[src/rtl/ram_pkg.sv]
// ram_pkg: shared definitions for the system RAM arbiter.
//   ADDR_W / DATA_W  : default RAM geometry (64 KiB x 8)
//   arb_state_t      : arbiter sequencing states
//   REQ_*            : default requester slot assignment
//   wrap_inc()       : increment with wrap modulo n
package ram_pkg;

    localparam int ADDR_W = 16;
    localparam int DATA_W = 8;

    typedef enum logic [1:0] {
        ARB_IDLE    = 2'd0,
        ARB_ACCESS  = 2'd1,
        ARB_RESPOND = 2'd2
    } arb_state_t;

    localparam int REQ_FETCH = 0;
    localparam int REQ_DATA  = 1;
    localparam int REQ_DMA   = 2;

    function automatic int wrap_inc(input int idx, input int n);
        return (idx + 1 >= n) ? 0 : idx + 1;
    endfunction

endpackage

[src/rtl/rr_picker.sv]
// rr_picker: combinational round-robin selection.
//   req        : request vector
//   pointer    : index with the highest priority this round
//   winner     : one-hot of the first requester at or after pointer (wrapping)
//   winner_idx : binary index of that requester
//   any_req    : at least one request is pending
module rr_picker #(
    parameter int NUM_REQ = 3,
    parameter int IDX_W   = $clog2(NUM_REQ)
) (
    input  logic [NUM_REQ-1:0] req,
    input  logic [IDX_W-1:0]   pointer,
    output logic [NUM_REQ-1:0] winner,
    output logic [IDX_W-1:0]   winner_idx,
    output logic               any_req
);

    // One extra bit so pointer + offset never overflows before the wrap.
    logic [IDX_W:0]   sum;
    logic [IDX_W-1:0] cand;
    logic             found;

    always_comb begin
        winner     = '0;
        winner_idx = '0;
        found      = 1'b0;
        sum        = '0;
        cand       = '0;
        for (int k = 0; k < NUM_REQ; k++) begin
            sum = {1'b0, pointer} + (IDX_W+1)'(k);
            if (sum >= (IDX_W+1)'(NUM_REQ)) begin
                sum = sum - (IDX_W+1)'(NUM_REQ);
            end
            cand = sum[IDX_W-1:0];
            if (!found && req[cand]) begin
                found        = 1'b1;
                winner[cand] = 1'b1;
                winner_idx   = cand;
            end
        end
    end

    assign any_req = |req;

endmodule

[src/rtl/ram_arbiter.sv]
// ram_arbiter: shares one synchronous RAM among NUM_REQ requesters with
// round-robin arbitration, one access per grant.
//   Clock, Reset            : clock (rising edge), async active-high reset
//   Req, Write, Addr, WrData: per-requester request, write flag, address, data
//   Grant                   : one-hot, one cycle, request accepted
//   RspValid, RspData       : one-hot completion strobe and shared read data
//   Busy                    : an access is being sequenced
//   RamAddrIn/RamAddrOut    : RAM write / read address
//   RamDataIn, RamWriteEnable: RAM write data and strobe
//   RamDataOut              : RAM registered read data
//
// state       | meaning
// ------------+--------------------------------------------------------
// ARB_IDLE    | no access in flight; arbitrate on every edge
// ARB_ACCESS  | Grant high, RAM driven; RAM acts on the edge ending it
// ARB_RESPOND | RspValid high, RAM read data returned; arbitrate again
module ram_arbiter
    import ram_pkg::*;
#(
    parameter int NUM_REQ = 3,
    parameter int ADDR_W  = ram_pkg::ADDR_W,
    parameter int DATA_W  = ram_pkg::DATA_W
) (
    input  logic                      Clock,
    input  logic                      Reset,
    input  logic [NUM_REQ-1:0]        Req,
    input  logic [NUM_REQ-1:0]        Write,
    input  logic [NUM_REQ*ADDR_W-1:0] Addr,
    input  logic [NUM_REQ*DATA_W-1:0] WrData,
    output logic [NUM_REQ-1:0]        Grant,
    output logic [NUM_REQ-1:0]        RspValid,
    output logic [DATA_W-1:0]         RspData,
    output logic                      Busy,
    output logic [ADDR_W-1:0]         RamAddrIn,
    output logic [ADDR_W-1:0]         RamAddrOut,
    output logic [DATA_W-1:0]         RamDataIn,
    output logic                      RamWriteEnable,
    input  logic [DATA_W-1:0]         RamDataOut
);

    localparam int IDX_W = $clog2(NUM_REQ);

    arb_state_t          state;
    logic [IDX_W-1:0]    pointer;
    logic [NUM_REQ-1:0]  owner_oh;

    logic [NUM_REQ-1:0]  win_oh;
    logic [IDX_W-1:0]    win_idx;
    logic                win_any;
    logic [ADDR_W-1:0]   win_addr;
    logic [DATA_W-1:0]   win_data;
    logic [IDX_W-1:0]    next_pointer;

    rr_picker #(
        .NUM_REQ (NUM_REQ),
        .IDX_W   (IDX_W)
    ) u_picker (
        .req        (Req),
        .pointer    (pointer),
        .winner     (win_oh),
        .winner_idx (win_idx),
        .any_req    (win_any)
    );

    assign win_addr     = Addr[win_idx*ADDR_W +: ADDR_W];
    assign win_data     = WrData[win_idx*DATA_W +: DATA_W];
    assign next_pointer = IDX_W'(wrap_inc(int'(win_idx), NUM_REQ));

    // The RAM output register is the response; no extra pipeline stage.
    assign RspData = RamDataOut;
    assign Busy    = (state != ARB_IDLE);

    // The RAM-side registers double as the latched address/data of the
    // owner; they are loaded only when a new access is accepted.
    always_ff @(posedge Clock or posedge Reset) begin
        if (Reset) begin
            state          <= ARB_IDLE;
            pointer        <= '0;
            owner_oh       <= '0;
            Grant          <= '0;
            RspValid       <= '0;
            RamAddrIn      <= '0;
            RamAddrOut     <= '0;
            RamDataIn      <= '0;
            RamWriteEnable <= 1'b0;
        end else begin
            Grant          <= '0;
            RspValid       <= '0;
            RamWriteEnable <= 1'b0;
            unique case (state)
                ARB_IDLE, ARB_RESPOND: begin
                    if (win_any) begin
                        state          <= ARB_ACCESS;
                        pointer        <= next_pointer;
                        owner_oh       <= win_oh;
                        Grant          <= win_oh;
                        RamAddrIn      <= win_addr;
                        RamAddrOut     <= win_addr;
                        RamDataIn      <= win_data;
                        RamWriteEnable <= Write[win_idx];
                    end else begin
                        state <= ARB_IDLE;
                    end
                end
                ARB_ACCESS: begin
                    state    <= ARB_RESPOND;
                    RspValid <= owner_oh;
                end
                default: begin
                    state <= ARB_IDLE;
                end
            endcase
        end
    end

endmodule

[config.mk]
export PLATFORM = sky130hd
export DESIGN_NAME = ram_arbiter
export DESIGN_NICKNAME = d
export VERILOG_FILES = /design/src/rtl/ram_pkg.sv /design/src/rtl/rr_picker.sv /design/src/rtl/ram_arbiter.sv
export SDC_FILE = /design/constraint.sdc
export NUM_CORES = 1
export LEC_CHECK = 0
export BUFFER_PORTS_ARGS = -buffer_cell sky130_fd_sc_hd__buf_2
export CELL_PAD_IN_SITES_DETAIL_PLACEMENT = 0
export CELL_PAD_IN_SITES_GLOBAL_PLACEMENT = 1
export CORE_ASPECT_RATIO = 1.75
export CORE_MARGIN = 1.5
export CORE_UTILIZATION = 30
export DETAILED_ROUTE_END_ITERATION = 7
export GPL_TIMING_DRIVEN = 1
export PLACE_DENSITY_LB_ADDON = 0.3
export SYNTH_ARGS = -nofsm -noshare
export SYNTH_HDL_FRONTEND = slang
export SYNTH_HIERARCHICAL = 1
export SYNTH_SLANG_ARGS = --single-unit
[constraint.sdc]
create_clock -name Clock -period 2.4 [get_ports Clock]
set_input_delay 0.48 -clock Clock [delete_from_list [all_inputs] [get_ports Clock]]
set_output_delay 0.48 -clock Clock [all_outputs]
set_load 0.01 [all_outputs]
Word-level counts from Yosys, hierarchy flattened
Cells that the tools add are included.
W data, S select, Z words.
{"block": "word_totals", "regBits": 38, "latch_bits": 0, "wordCells": 76, "ramBits": 0, "romBits": 0, "n_memories": 0}
{"block": "op_classes", "n_shift": 2, "n_lt_le_gt_ge": 11, "n_mux": 33, "reduce_logical": 12, "n_div": 0, "bitwise": 2, "eq_ne": 2, "n_addsub": 6, "multipliers": 0}
{"op": "$shiftx A48 B7 Y16", "n": 1}
{"op": "$shiftx A24 B6 Y8", "n": 1}
{"op": "$mux W3", "n": 6}
{"op": "$mux W2", "n": 7}
{"op": "$lt A2 B3 Y1 const B", "n": 4}
{"op": "$mux W1", "n": 12}
{"op": "$ge A3 B2 Y1 const B", "n": 3}
{"op": "$bmux W1 S2", "n": 4}
{"op": "$add A2 B1 Y3 const B", "n": 2}
{"op": "$demux W1 S2", "n": 3}
{"op": "$ge A2 B1 Y1 const B", "n": 3}
{"op": "$or A3 B3 Y3", "n": 2}
{"op": "$sub A2 B2 Y2 const B", "n": 3}
{"op": "$logic_and A1 B1 Y1", "n": 5}
{"op": "$pmux W2 S2", "n": 1}
{"op": "$add A2 B2 Y3 const B", "n": 1}
{"op": "$reduce_or A3 Y1", "n": 1}
{"op": "$eq A2 B1 Y1 const B", "n": 1}
{"op": "$eq A2 B2 Y1 const B", "n": 1}
{"op": "$ge A2 B2 Y1 const B", "n": 1}
{"op": "$logic_not A1 Y1", "n": 2}
{"op": "$logic_not A2 Y1", "n": 1}
{"op": "$reduce_and A2 Y1", "n": 1}
{"op": "$reduce_bool A2 Y1", "n": 1}
{"op": "$reduce_or A2 Y1", "n": 1}

Depth between registers and ports, before layout
{"block": "depth", "ltp_word": 15, "mapped_depth": 12, "depth_no_buf": 9}

Cells and area by module
The synthesis kept the hierarchy.
{"module": "ram_arbiter", "area_each_um2": 2098.3, "n_inst": 1, "cells_per_inst": 220}
{"module": "rr_picker", "area_each_um2": 272.8, "n_inst": 1, "cells_per_inst": 39}

Least setup slack after synthesis
OpenSTA, ideal clock, no wires.
{"block": "synth_path", "path_kind": "register to register", "from": "register pointer[1]", "to": "register RamAddrOut[0]", "stages_incl_launch_ff": 13, "slack_ns": 0.219, "synth_period_minus_slack_ns": 2.181, "setup_ns": 0.122, "arrival_time_ns": 2.059, "path_cell_list": "dfrtp_1 -> inv_1 -> ha_1 -> buf_6 -> mux2i_1 -> a32o_1 -> a2bb2oi_2 -> nor2_1 -> and2b_1 -> buf_2 -> buf_2 -> a21oi_1 -> a21oi_1"}
{"block": "synth_between", "elab_chain_cells": 12, "elab_cells_between_ends": 27, "cone_classes": "5 x add/sub; 3 x order compare; 1 x shift; 14 x mux; 4 x reduce/logical"}
{"item": "from (decl)", "line": "ram_arbiter.sv:44", "text": "logic [IDX_W-1:0] pointer;"}
{"item": "from (signal assigned)", "line": "ram_arbiter.sv:94", "text": "pointer <= next_pointer;"}
{"item": "parallel branches: the longest is 10 deep, another holds $add A2 B1 Y3"}
{"item": "$mux W2 *", "line": "rr_picker.sv:35", "text": "if (!found && req[cand]) begin"}
{"item": "named net win_idx[0]", "line": "ram_arbiter.sv:48", "text": "logic [IDX_W-1:0] win_idx;"}
{"item": "$shiftx A48 B7 Y16 *", "line": "ram_arbiter.sv:65", "text": "assign win_addr = Addr[win_idx*ADDR_W +: ADDR_W];"}
{"item": "to (signal assigned)", "line": "ram_arbiter.sv:98", "text": "RamAddrOut <= win_addr;"}
{"item": "to (decl)", "line": "ram_arbiter.sv:35", "text": "output logic [ADDR_W-1:0] RamAddrOut,"}
Mark *: on every way through the listed nets, which the timed path passes. The select of a mux whose other input is x is not followed.
A chain may end at the register's enable or synchronous reset.

Worst setup path in the final report
{"block": "layout_path", "from": "register pointer[1]", "to": "register RamAddrOut[3]"}
The elaborated chain is that of the path after synthesis.

==> flow_metrics.py <==
metrics = {
    "status": {
        "status": "finished clean",
    },
    "cells_and_area": {
        "final_nets": 454,
        "drive_above_1_share_pct": 46.0,
        "layout_common_cells": "buf_2 (127), a21oi_1 (50), dfrtp_1 (37)",
        "nFillCells": 756,
        "diodes": 0,
        "layout_commonest_cell": "buf_2",
        "area_delta_synth_final_pct": 34.8,
    },
    "die": {
        "floorplan.initialDensity_pct": 31.1,
        "design.core.area_sq_um": 7620,
        "die_h_microns": 121,
        "num_rows": 42,
        "die_area_sq_um": 8470,
        "die_w_microns": 70.2,
        "ios": 144,
    },
    "clock_network": {
        "cts_root_buf": "clkbuf_16",
        "clk_latency_ns": 0.28,
        "clkSinkCount": 38,
        "numCtsBuffers": 5,
        "cts_tree": "done",
        "cts_htree_levels": 2,
        "cts.path.max_buffers": 2,
        "clk_pin_slew_ns": 0.06,
        "cts_hold_buf": 0,
    },
    "timing": {
        "tns_ns": 0,
        "final-hold-violation-count": 0,
        "rsz0062_at_grt": "no",
        "clock_skew_ns": 0.00699,
        "slew_headroom_pct": 66.5,
        "period_share_pct": 95.8,
        "hold_ws_ns": 0.301,
        "drv_slew": 0,
        "max_freq_mhz": 435,
        "setup_viol": 0,
        "worst_slew_pin_slew_ns": 0.502,
        "layout_min_cycle_time_ns": 2.30,
    },
    "setup_path": {
        "arrival_ns": 2.51,
        "crit_path_start_kind": "register",
        "cpMostUsedCell": "a21oi_1",
        "crit_required_ns": 2.61,
        "crit_type": "register to register",
        "crit_path_max_fanout": 28,
        "critPathSlowestCell": "dfrtp_1",
        "slowest_delay_ns": 0.42,
        "rr_worst_depth": 10,
        "end_kind": "register",
        "crit_path_cell_trace": "inv_2 -> ha_4 -> mux2i_4 -> o22ai_2 -> a311oi_2 -> a21oi_2 -> buf_12 -> and2b_4 -> a21oi_1 -> a21oi_1",
    },
    "global_route": {
        "antenna_found_initial": 0,
        "grt_overflow": 0,
        "grtUsageTotal_pct": 15.7,
        "grt_pass1_vias": 2089,
        "grt_pass1_wl_microns": 10300,
        "grt_max_degree": 39,
    },
    "logic_synthesis": {
        "ys_seq_area_share_pct": 40.1,
        "syn_nets": 351,
        "syn_avg_cell_area_sq_um": 9.15,
        "synth.distinct_cells": 37,
        "yosysWarnings": 6,
        "ys_seq_elements": 38,
        "netlist_area_sq_um": 2370,
        "synthCells": 259,
    },
    "routing": {
        "via_per_inst": 4.94,
        "ant_nets": 0,
        "post_drt_wl_per_cell_microns": 15.1,
        "postRouteWirelength_microns": 6800,
        "via_count": 2229,
        "dr.pass1.iters": 4,
        "drt_iter0_markers": 134,
        "drc": 0,
    },
    "power": {
        "leakage_nw": 1.58,
        "vdd_ir_drop_max_mv": 0.503,
        "power.density_nw_per_um2": 1400,
    },
    "worst_hold_path": {
        "worstHoldPathType": "primary input to asynchronous set/reset pin",
    },
    "placement": {
        "gp_congestion": 0.835,
        "port_buffers": 127,
        "hpwl_microns": 5080,
    },
    "job": {
        "maxCapViolations": 0,
    },
}
## kinds of logic (layout without fill, tap and decap cells)
family	count (synthesis)	count (layout)	synth area share (%)
simple gates	75	75	16.5
compound gates	69	69	16.6
buf+inv	46	150	13.2
flops	38	38	40.1
mux	27	27	11.4
fa+ha+maj	4	4	2.11
## worst paths after layout
kind                             from       endpoint  slack [ns]
setup / recovery           pointer[1]  RamAddrOut[3]        0.10
hold / removal                  Reset  RamAddrOut[4]        0.30
setup reg to reg           pointer[1]  RamAddrOut[3]        0.10
hold reg to reg              state[1]       state[1]        0.46
max in group asynchronous       Reset     pointer[0]        1.72
min in group Clock           state[1]       state[1]        0.46
## critical path, delay by kind of cell (launching register included)
| family | cells | cell delay (ns) |
|---|---|---|
| buffers and inverters | 2 | 0.27 |
| AOI/OAI and AO/OA | 5 | 0.77 |
| and+or+nand+nor | 1 | 0.30 |
| muxes | 1 | 0.27 |
| adders and majority gates | 1 | 0.20 |
| DFF | 1 | 0.42 |
## state kept, by name, summed over array words and instances (netlist names)
register / flops
Grant: 3
RamDataIn: 8
RspValid: 3
owner_oh: 3
state: 2
RamWriteEnable: 1
pointer: 2
RamAddrOut: 16
## cell usage after synthesis, drive strengths merged
master	number	share of area, %
a21oi	52	11
a32o	1	0.42
o21ai	1	0.21
a31oi	1	0.26
mux2i	27	11
nand4bb	1	0.47
o221ai	1	0.37
a21o	3	0.95
nor3	1	0.21
a21boi	1	0.32
inv	7	1.1
ha	4	2.1
nand2	9	1.4
nor2b	2	0.53
and2b	2	0.69
dfrtp	38	40
clkbuf	4	0.63
o22ai	2	0.53
buf	35	12
or3	1	0.26
a22oi	1	0.32
nor2	25	4.0
a211oi	1	0.32
or2	27	7.1
a311oi	1	0.37
o21a	2	0.63
o31ai	1	0.32
nand2b	1	0.26
and2	6	1.6
a2bb2oi	1	0.63
## layer usage
metal	up-vias	wire, microns	track usage [%]
met2	100	3580	28.4
met3	16	367	3.67
met4	0	214	6.97
met5	-	0	0
met1	1049	2640	17.1
li1	1064	-	-
## power by group
group | total [W] | switching [W] | internal (W)
Combinational | 0.00250 | 0.00132 | 0.00118
Clock | 0.000873 | 0.000276 | 0.000597
Sequential | 0.00112 | 0.000189 | 0.000931
Total | 0.00449 | 0.00178 | 0.00271
## what timing repair did
| action | CTS | global route |
|---|---|---|
| setup buffers | 0 | 0 |
| gates cloned | 0 | 0 |
| setup endpoints to repair | 13 | 25 |
| pin swaps | 1 | 2 |
| resized for setup | 2 | 13 |
## area by class of cell
| class | instances | area (sq um) | share of cell area, % |
|---|---|---|---|
| clock buffers | 5 | 125 | 3.91 |
| clock inverters | 3 | 68.8 | 2.15 |
| inverters | 7 | 26.3 | 0.822 |
| multi-input cells | 175 | 1180 | 36.9 |
| flip-flops and latches | 38 | 952 | 29.8 |
| well taps | 88 | 110 | 3.44 |
| repair buffers | 135 | 733 | 22.9 |
## stage by stage
| stage | utilization (%) | power [W] | instances | setup slack (ns) | area, sq um |
|---|---|---|---|---|---|
| floorplan | - | 0.00290 | 259 | 0.219 | 2370 |
| global placement | 38.6 | 0.00352 | 443 | 0.0824 | 2940 |
| detailed placement | 38.6 | 0.00355 | 443 | -0.0501 | 2940 |
| CTS | 41.2 | 0.00444 | 451 | 0.0355 | 3140 |
| global route | 42.0 | 0.00481 | 451 | 0.0155 | 3200 |
| finish | 42.0 | 0.00449 | 451 | 0.102 | 3200 |
Power figures use the tool's default switching activity.
